<file path="config.mk">
export PLATFORM = sky130hd
export DESIGN_NAME = hilo_muldiv
export DESIGN_NICKNAME = d
export VERILOG_FILES = /design/src/rtl/hilo_muldiv.sv
export SDC_FILE = /design/constraint.sdc
export NUM_CORES = 2
export LEC_CHECK = 0
export ABC_AREA = 1
export CORE_ASPECT_RATIO = 0.7
export CORE_MARGIN = 4
export CORE_UTILIZATION = 40
export CTS_BUF_LIST = sky130_fd_sc_hd__clkbuf_16
export DETAILED_ROUTE_END_ITERATION = 10
export HOLD_SLACK_MARGIN = 0.02
export PLACE_DENSITY = 0.64
export SYNTH_ARGS = -nofsm -noshare
export SYNTH_HDL_FRONTEND = slang
export SYNTH_SLANG_ARGS = --single-unit
</file>
<file path="constraint.sdc">
create_clock -name clk -period 22.1 [get_ports clk]
set_input_delay 2.21 -clock clk [delete_from_list [all_inputs] [get_ports clk]]
set_output_delay 2.21 -clock clk [all_outputs]
set_load 0.03 [all_outputs]
</file>
<file path="src/rtl/hilo_muldiv.sv">
// EX-stage multi-cycle multiply/divide unit holding the architectural HI/LO registers.
// Stalls the pipeline while a MULT/DIV is in flight; MTHI/MTLO write in a single cycle.
module hilo_muldiv #(
    parameter int unsigned MUL_LAT = 2
) (
    input  logic        clk,
    input  logic        rst,
    input  logic        en_i,
    input  logic [5:0]  alu_control_i,
    input  logic [31:0] a_i,
    input  logic [31:0] b_i,
    input  logic        flush_i,
    input  logic        hold_i,
    output logic        stall_o,
    output logic        busy_o,
    output logic [31:0] hi_o,
    output logic [31:0] lo_o
);

    localparam logic [5:0] ALU_MTHI  = 6'h11;
    localparam logic [5:0] ALU_MTLO  = 6'h13;
    localparam logic [5:0] ALU_MULT  = 6'h18;
    localparam logic [5:0] ALU_MULTU = 6'h19;
    localparam logic [5:0] ALU_DIV   = 6'h1A;
    localparam logic [5:0] ALU_DIVU  = 6'h1B;

    typedef enum logic [1:0] {S_IDLE, S_MUL, S_DIV, S_DONE} state_t;

    state_t      state, state_nx;
    logic [4:0]  cnt;
    logic [31:0] hi, lo, res_hi, res_lo;
    logic [31:0] op_a, op_b;
    logic        op_signed;
    logic [31:0] rem, quo, dvs;
    logic        neg_q, neg_r;

    logic        is_mul, is_div, is_md, div_signed;
    logic [31:0] a_mag, b_mag;
    logic [63:0] ext_a, ext_b, product;
    logic [32:0] shifted, diff;
    logic        q_bit;
    logic [31:0] rem_nx, quo_nx;

    always_comb begin
        is_mul     = (alu_control_i == ALU_MULT) || (alu_control_i == ALU_MULTU);
        is_div     = (alu_control_i == ALU_DIV)  || (alu_control_i == ALU_DIVU);
        is_md      = is_mul || is_div;
        div_signed = (alu_control_i == ALU_DIV);
        a_mag      = (div_signed && a_i[31]) ? -a_i : a_i;
        b_mag      = (div_signed && b_i[31]) ? -b_i : b_i;
    end

    // Sign-extending to 64 bits makes the low 64 bits of the product the signed result.
    always_comb begin
        ext_a   = {{32{op_signed & op_a[31]}}, op_a};
        ext_b   = {{32{op_signed & op_b[31]}}, op_b};
        product = ext_a * ext_b;
    end

    // One restoring step: dividend bits enter from the top of quo as quotient bits enter below.
    always_comb begin
        shifted = {rem, quo[31]};
        diff    = shifted - {1'b0, dvs};
        q_bit   = ~diff[32];
        rem_nx  = q_bit ? diff[31:0] : shifted[31:0];
        quo_nx  = {quo[30:0], q_bit};
    end

    always_comb begin
        state_nx = state;
        if (flush_i) begin
            state_nx = S_IDLE;
        end else begin
            case (state)
                S_IDLE: begin
                    if (en_i && is_mul) begin
                        state_nx = S_MUL;
                    end else if (en_i && is_div) begin
                        state_nx = (b_i == '0) ? S_DONE : S_DIV;
                    end
                end
                S_MUL:   if (cnt == '0) state_nx = S_DONE;
                S_DIV:   if (cnt == 5'd31) state_nx = S_DONE;
                S_DONE:  if (!hold_i) state_nx = S_IDLE;
                default: state_nx = S_IDLE;
            endcase
        end
    end

    always_comb begin
        stall_o = en_i & is_md & (state != S_DONE) & ~flush_i;
        busy_o  = (state != S_IDLE);
        hi_o    = hi;
        lo_o    = lo;
    end

    always_ff @(posedge clk) begin
        if (rst) begin
            state     <= S_IDLE;
            cnt       <= '0;
            hi        <= '0;
            lo        <= '0;
            res_hi    <= '0;
            res_lo    <= '0;
            op_a      <= '0;
            op_b      <= '0;
            op_signed <= 1'b0;
            rem       <= '0;
            quo       <= '0;
            dvs       <= '0;
            neg_q     <= 1'b0;
            neg_r     <= 1'b0;
        end else begin
            state <= state_nx;
            case (state)
                S_IDLE: begin
                    if (en_i && !flush_i) begin
                        if (is_mul) begin
                            op_a      <= a_i;
                            op_b      <= b_i;
                            op_signed <= (alu_control_i == ALU_MULT);
                            cnt       <= 5'(MUL_LAT - 1);
                        end else if (is_div) begin
                            if (b_i == '0) begin
                                res_hi <= a_i;
                                res_lo <= '1;
                            end else begin
                                rem   <= '0;
                                quo   <= a_mag;
                                dvs   <= b_mag;
                                neg_q <= div_signed & (a_i[31] ^ b_i[31]);
                                neg_r <= div_signed & a_i[31];
                                cnt   <= '0;
                            end
                        end else if (alu_control_i == ALU_MTHI) begin
                            hi <= a_i;
                        end else if (alu_control_i == ALU_MTLO) begin
                            lo <= a_i;
                        end
                    end
                end
                S_MUL: begin
                    if (cnt == '0) begin
                        res_hi <= product[63:32];
                        res_lo <= product[31:0];
                    end else begin
                        cnt <= cnt - 5'd1;
                    end
                end
                S_DIV: begin
                    rem <= rem_nx;
                    quo <= quo_nx;
                    cnt <= cnt + 5'd1;
                    if (cnt == 5'd31) begin
                        res_lo <= neg_q ? -quo_nx : quo_nx;
                        res_hi <= neg_r ? -rem_nx : rem_nx;
                    end
                end
                S_DONE: begin
                    if (!hold_i && !flush_i) begin
                        hi <= res_hi;
                        lo <= res_lo;
                    end
                end
                default: ;
            endcase
        end
    end

endmodule

</file>
After elaboration in Yosys (flattened, before gate mapping)
Cells that the tools add are included.
- equal/unequal tests: 28
- bitwise operators: 12
- muxes and demuxes: 55
- add/sub/neg operators: 7
- multiply operators: 1
- reductions and logical operators: 27
- operator list (kind ; number):
    32-bit two-way mux ; 36
    32-bit case mux with 2 select lines ; 4
    32-bit case mux with 3 select lines ; 2
    32-bit negator ; 4
    33-bit by 33-bit multiplier with 64-bit output ; 1
    6-bit by 5-bit == test with 1-bit output (second input constant) ; 6
    33-bit by 32-bit subtractor with 33-bit output ; 1
    32-bit zero test ; 1
    2-bit inequality test (second input constant) ; 15
    5-bit two-way mux ; 5
    5-bit case mux with 3 select lines ; 1
    5-bit AND reduction ; 3
    7-bit AND reduction ; 2
    2-bit two-way mux ; 5
    3-bit inequality test (second input constant) ; 3
    2-bit case mux with 4 select lines ; 1
    1-bit AND ; 7
    1-bit logical AND ; 6
    6-bit AND reduction ; 1
    2-bit nonzero test ; 3
    5-bit by 1-bit adder with 5-bit output (second input constant) ; 1
    5-bit == test (second input constant) ; 1
    5-bit zero test ; 1
    5-bit by 1-bit subtractor with 5-bit output (second input constant) ; 1
    other kinds (12) ; 19
- bits in registers: 298
- output and inout port bits: 66
- bits of input ports: 75
- word-level logic and storage cells: 144

Logic depth before layout (Yosys ltp)
- depth in word-level cells: 8
- gate-level depth with buffers: 41
- depth with buffers taken out: 39

Worst setup path before layout
OpenSTA, ideal clock, no wires.
- path type: register -> register
- from: register op_a[31]
- to: register res_hi[29]
- data required time: 21.963 ns
- path slack: 14.260 ns
- path buffers: 2
- data arrival time: 7.703 ns
- stages on the path, launching flop included: 37
- period minus slack after synthesis: 7.840 ns
- library setup time: 0.137 ns
- cell sequence: dfxtp_1 -> clkbuf_1 -> nand2_1 -> inv_1 -> buf_1 -> nand2_1 -> inv_1 -> fa_1 -> inv_1 -> fa_1 -> inv_1 -> fa_1 -> fa_1 -> inv_1 -> fa_1 -> inv_1 -> fa_1 -> inv_1 -> fa_1 -> fa_1 -> inv_1 -> ha_1 -> nand2_1 -> nor2_1 -> inv_1 -> nor4_1 -> nand3_1 -> nand3_1 -> nand2_1 -> nand2_1 -> a21oi_1 -> o21ai_0 -> nand2_1 -> inv_1 -> nand2_1 -> nand2_1 -> a21oi_1
- longest elaborated chain between the ends: 4
- RTL lines (item ; line ; source):
    start: declaration ; 32 ; logic [31:0] op_a, op_b;
    start signal: assignment ; 119 ; op_a <= a_i;
    1-bit AND ; 55 ; ext_a = {{32{op_signed & op_a[31]}}, op_a};
    33-bit by 33-bit multiplier with 64-bit output * ; 57 ; product = ext_a * ext_b;
    32-bit two-way mux * ; 143 ; if (cnt == '0) begin
    32-bit case mux with 3 select lines * ; 115 ; case (state)
    end signal: assignment ; 125 ; res_hi <= a_i;
    end signal: assignment ; 144 ; res_hi <= product[63:32];
    end signal: assignment ; 156 ; res_hi <= neg_r ? -rem_nx : rem_nx;
    end: declaration ; 31 ; logic [31:0] hi, lo, res_hi, res_lo;
Mark *: on every way between the ends. The rest lies on a longest branch, timed or not. The select of a mux whose other input is x is not followed.
A chain may end at the register's enable or synchronous reset.

Worst setup path in the final report
- from: register op_a[31]
- to: register res_hi[10]
The elaborated chain is that of the path after synthesis.

==> impl_metrics.toml <==
[routing]
ant_nets = 0
via_per_inst = 5.29
drtPass1Iterations = 8
remaining_drc_errors = 0
wl_mm = 201
vias = 50800
wire_per_inst_um = 20.9
drtIter0Drc = 5346

[floorplanning]
start_util_pct = 40.4
dieArea_um2 = 151000
fp.dieW_um = 463
die_h_um = 327
fp-row-count = 116
pin_count = 141
core-area_um2 = 144000

[finish]
nets = 9153
drive_above_1_share_pct = 3.94
fin_util_pct = 43.1
syn_to_final_growth_pct = 6.67

[cts]
htreeDepth = 1
cts_tree = "built"
path_clk_slew_ns = 0.08
numClockSinks = 298
postCtsResizedCells = 0
cts.path.max_buffers = 3
hold_buffers = 0
numCtsBuffers = 29
clk_latency_ns = 0.65
post_cts_buffers = 0
cts_root_buf = "clkbuf_16"

[worst_hold_path]
hold_start = "dvs[6]"
hp-class = "reg2reg"
hold_depth = 2

[sta]
skew_ns = 0.0337
period_share_pct = 44.8
fmax_ghz = 0.101
maxSlewHeadroom_pct = 26.9
tightest_slew_ns = 1.10
maxSlewViolCount = 0
grt_setup_unrepaired = "no"
min_period_ns = 9.91
fin_setup_tns_ns = 0
setup_viol = 0
final_hold_viol_count = 0

[placed_design]
io_buffers = 140
place_congestion = 0.966
dp_hpwl_mm = 161

[critical_path]
worstReg2RegStart = "op_a[31]"
startpoint = "op_a[31]"
reg2regPathDepth = 28
cpMostUsedCell = "fa_1"
cp_max_fo = 34
required_ns = 22.58
arrival_ns = 10.39
path_class = "reg2reg"
cpPeakStageDelay_ns = 0.63
startpoint_type = "register"
critical-path-slowest-cell = "fa_1"
worst_setup_path_end_kind = "register"

[synthesis]
synthTopCellsByArea = "fa_1, nand2_1, inv_1"
synthSimpleGateAreaFrac_pct = 19.3
ys_types = 53
syn_avg_cell_area_um2 = 7.41
yosys.area.top_type = "fa_1"
synth_top_family_by_area = "adder cells"
synth_flop_cell = "dfxtp_1"
netlist.area_leader.share_pct = 38.9
synth_mux_area_share_pct = 0
ys_seq_elements = 298
synth_compound_area_share_pct = 9.16
ys_seq_area_share_pct = 10.3
syn_nets = 9294
syn_area_um2 = 58000
synthArstFlopShare_pct = 0
synth_xor_area_share_pct = 1.42
synthCells = 7835
synth_fa_ha_area_share_pct = 44.4
ys_warn_count = 0
synth_edf_count = 0

[grt]
grt_max_degree = 115
grt_pass1_wl_mm = 310
grt_antenna_before_repair = 4
grt_pass1_vias = 50400
track_usage_pct = 26.3
overflow = 0

[power_and_ir_drop]
power.density_nw_per_um2 = 22.2
leakage_nw = 32.0
ir_drop_v = 0.0000533

[status]
outcome = "finished, final reports clean"

[flow_run]
maxCapViolCount = 0
==> routing by layer <==
metal	part of all wire (%)	routed length (µm)	global-route usage (%)
met5	0.0065	13	0
met4	2.7	5430	5.83
met3	12	23400	6.37
met2	41	81500	37.5
met1	45	90300	40.1
==> layout make-up <==
class | instances | area, µm²
Fill cell | 14600 | 81600
Clock buffer | 29 | 726
Inverter | 1936 | 7270
Timing Repair Buffer | 250 | 2220
Antenna cell | 1 | 2.50
Tap cell | 1888 | 2360
Clock inverter | 24 | 179
Multi-Input combinational cell | 5179 | 43200
Sequential cell | 298 | 5970
==> synthesized netlist by cell type (11+ instances only) <==
master and count:
fa_1 1127, nor2_2 14, xor2_1 63, inv_2 20
a31oi_1 96, ha_1 257, a21oi_1 353, a211oi_1 22
nand3_1 201, nand2_2 48, nand4_1 36, buf_1 19
dfxtp_1 298, nor3_1 47, nand3b_1 12, nor2_1 363
o21a_1 13, or2_2 18, a21o_1 17, clkbuf_1 382
xnor2_1 31, o21ai_0 356, nand2_1 1959, inv_1 1908
nor4_1 17, buf_2 11, o211ai_1 32, o21bai_1 17
==> per-stage QoR <==
stage	std cells	setup slack, ns	area, µm²	hold slack [ns]	total power [W]
2_1_floorplan	7835	14.26	58000	0.433	0.000752
3_3_place_gp	9551	12.41	61000	0.451	0.000849
3_5_place_dp	9551	12.37	61000	0.456	0.000850
4_1_cts	9604	12.31	61900	0.467	0.00136
5_1_grt	9604	11.54	61900	0.493	0.00142
6_report	9605	12.19	61900	0.465	0.00137
==> cell families (layout without fill, tap and decap cells) <==
group	count (synthesis)	count (layout)
DFF	298	298
AOI/OAI and AO/OA	955	955
xor gates and xnor gates	94	94
other	0	1
and+or+nand+nor	2746	2746
adders and majority gates	1384	1384
buffers and inverters	2358	2239
==> path summary, 6_finish.rpt <==
check | slack, ns | end
worst min register to register | 0.46 | dvs[6]
worst max register to register | 12.19 | res_hi[10]
worst max-delay path | 12.19 | res_hi[10]
worst min-delay path | 0.46 | dvs[6]
==> report_power, final <==
part           switching, W  internal [W]  total [W]
combinational      0.000224     0.0000814   0.000306
clock              0.000269      0.000255   0.000525
sequential       0.00000302      0.000540   0.000543
total              0.000497      0.000877    0.00137
==> worst max-delay path, delay by kind of cell (launching register included) <==
family,cells,cell delay (ns)
DFF,1,0.31
adders and majority gates,9,4.50
and+or+nand+nor,5,1.23
AOI/OAI and AO/OA,6,1.65
buffers and inverters,8,2.03
==> placed cells by master, fill, tap and decap left out, types with 46 or more instances in the layout <==
cell	count
a21oi_1	353
a31oi_1	96
buf_4	111
clkdlybuf4s50_1	139
dfxtp_1	293
fa_1	1127
ha_1	255
inv_1	1910
nand2_1	1959
nand2_2	48
nand3_1	200
nor2_1	362
nor3_1	46
o21ai_0	356
xor2_1	63
(Power assumes the default switching activity.)
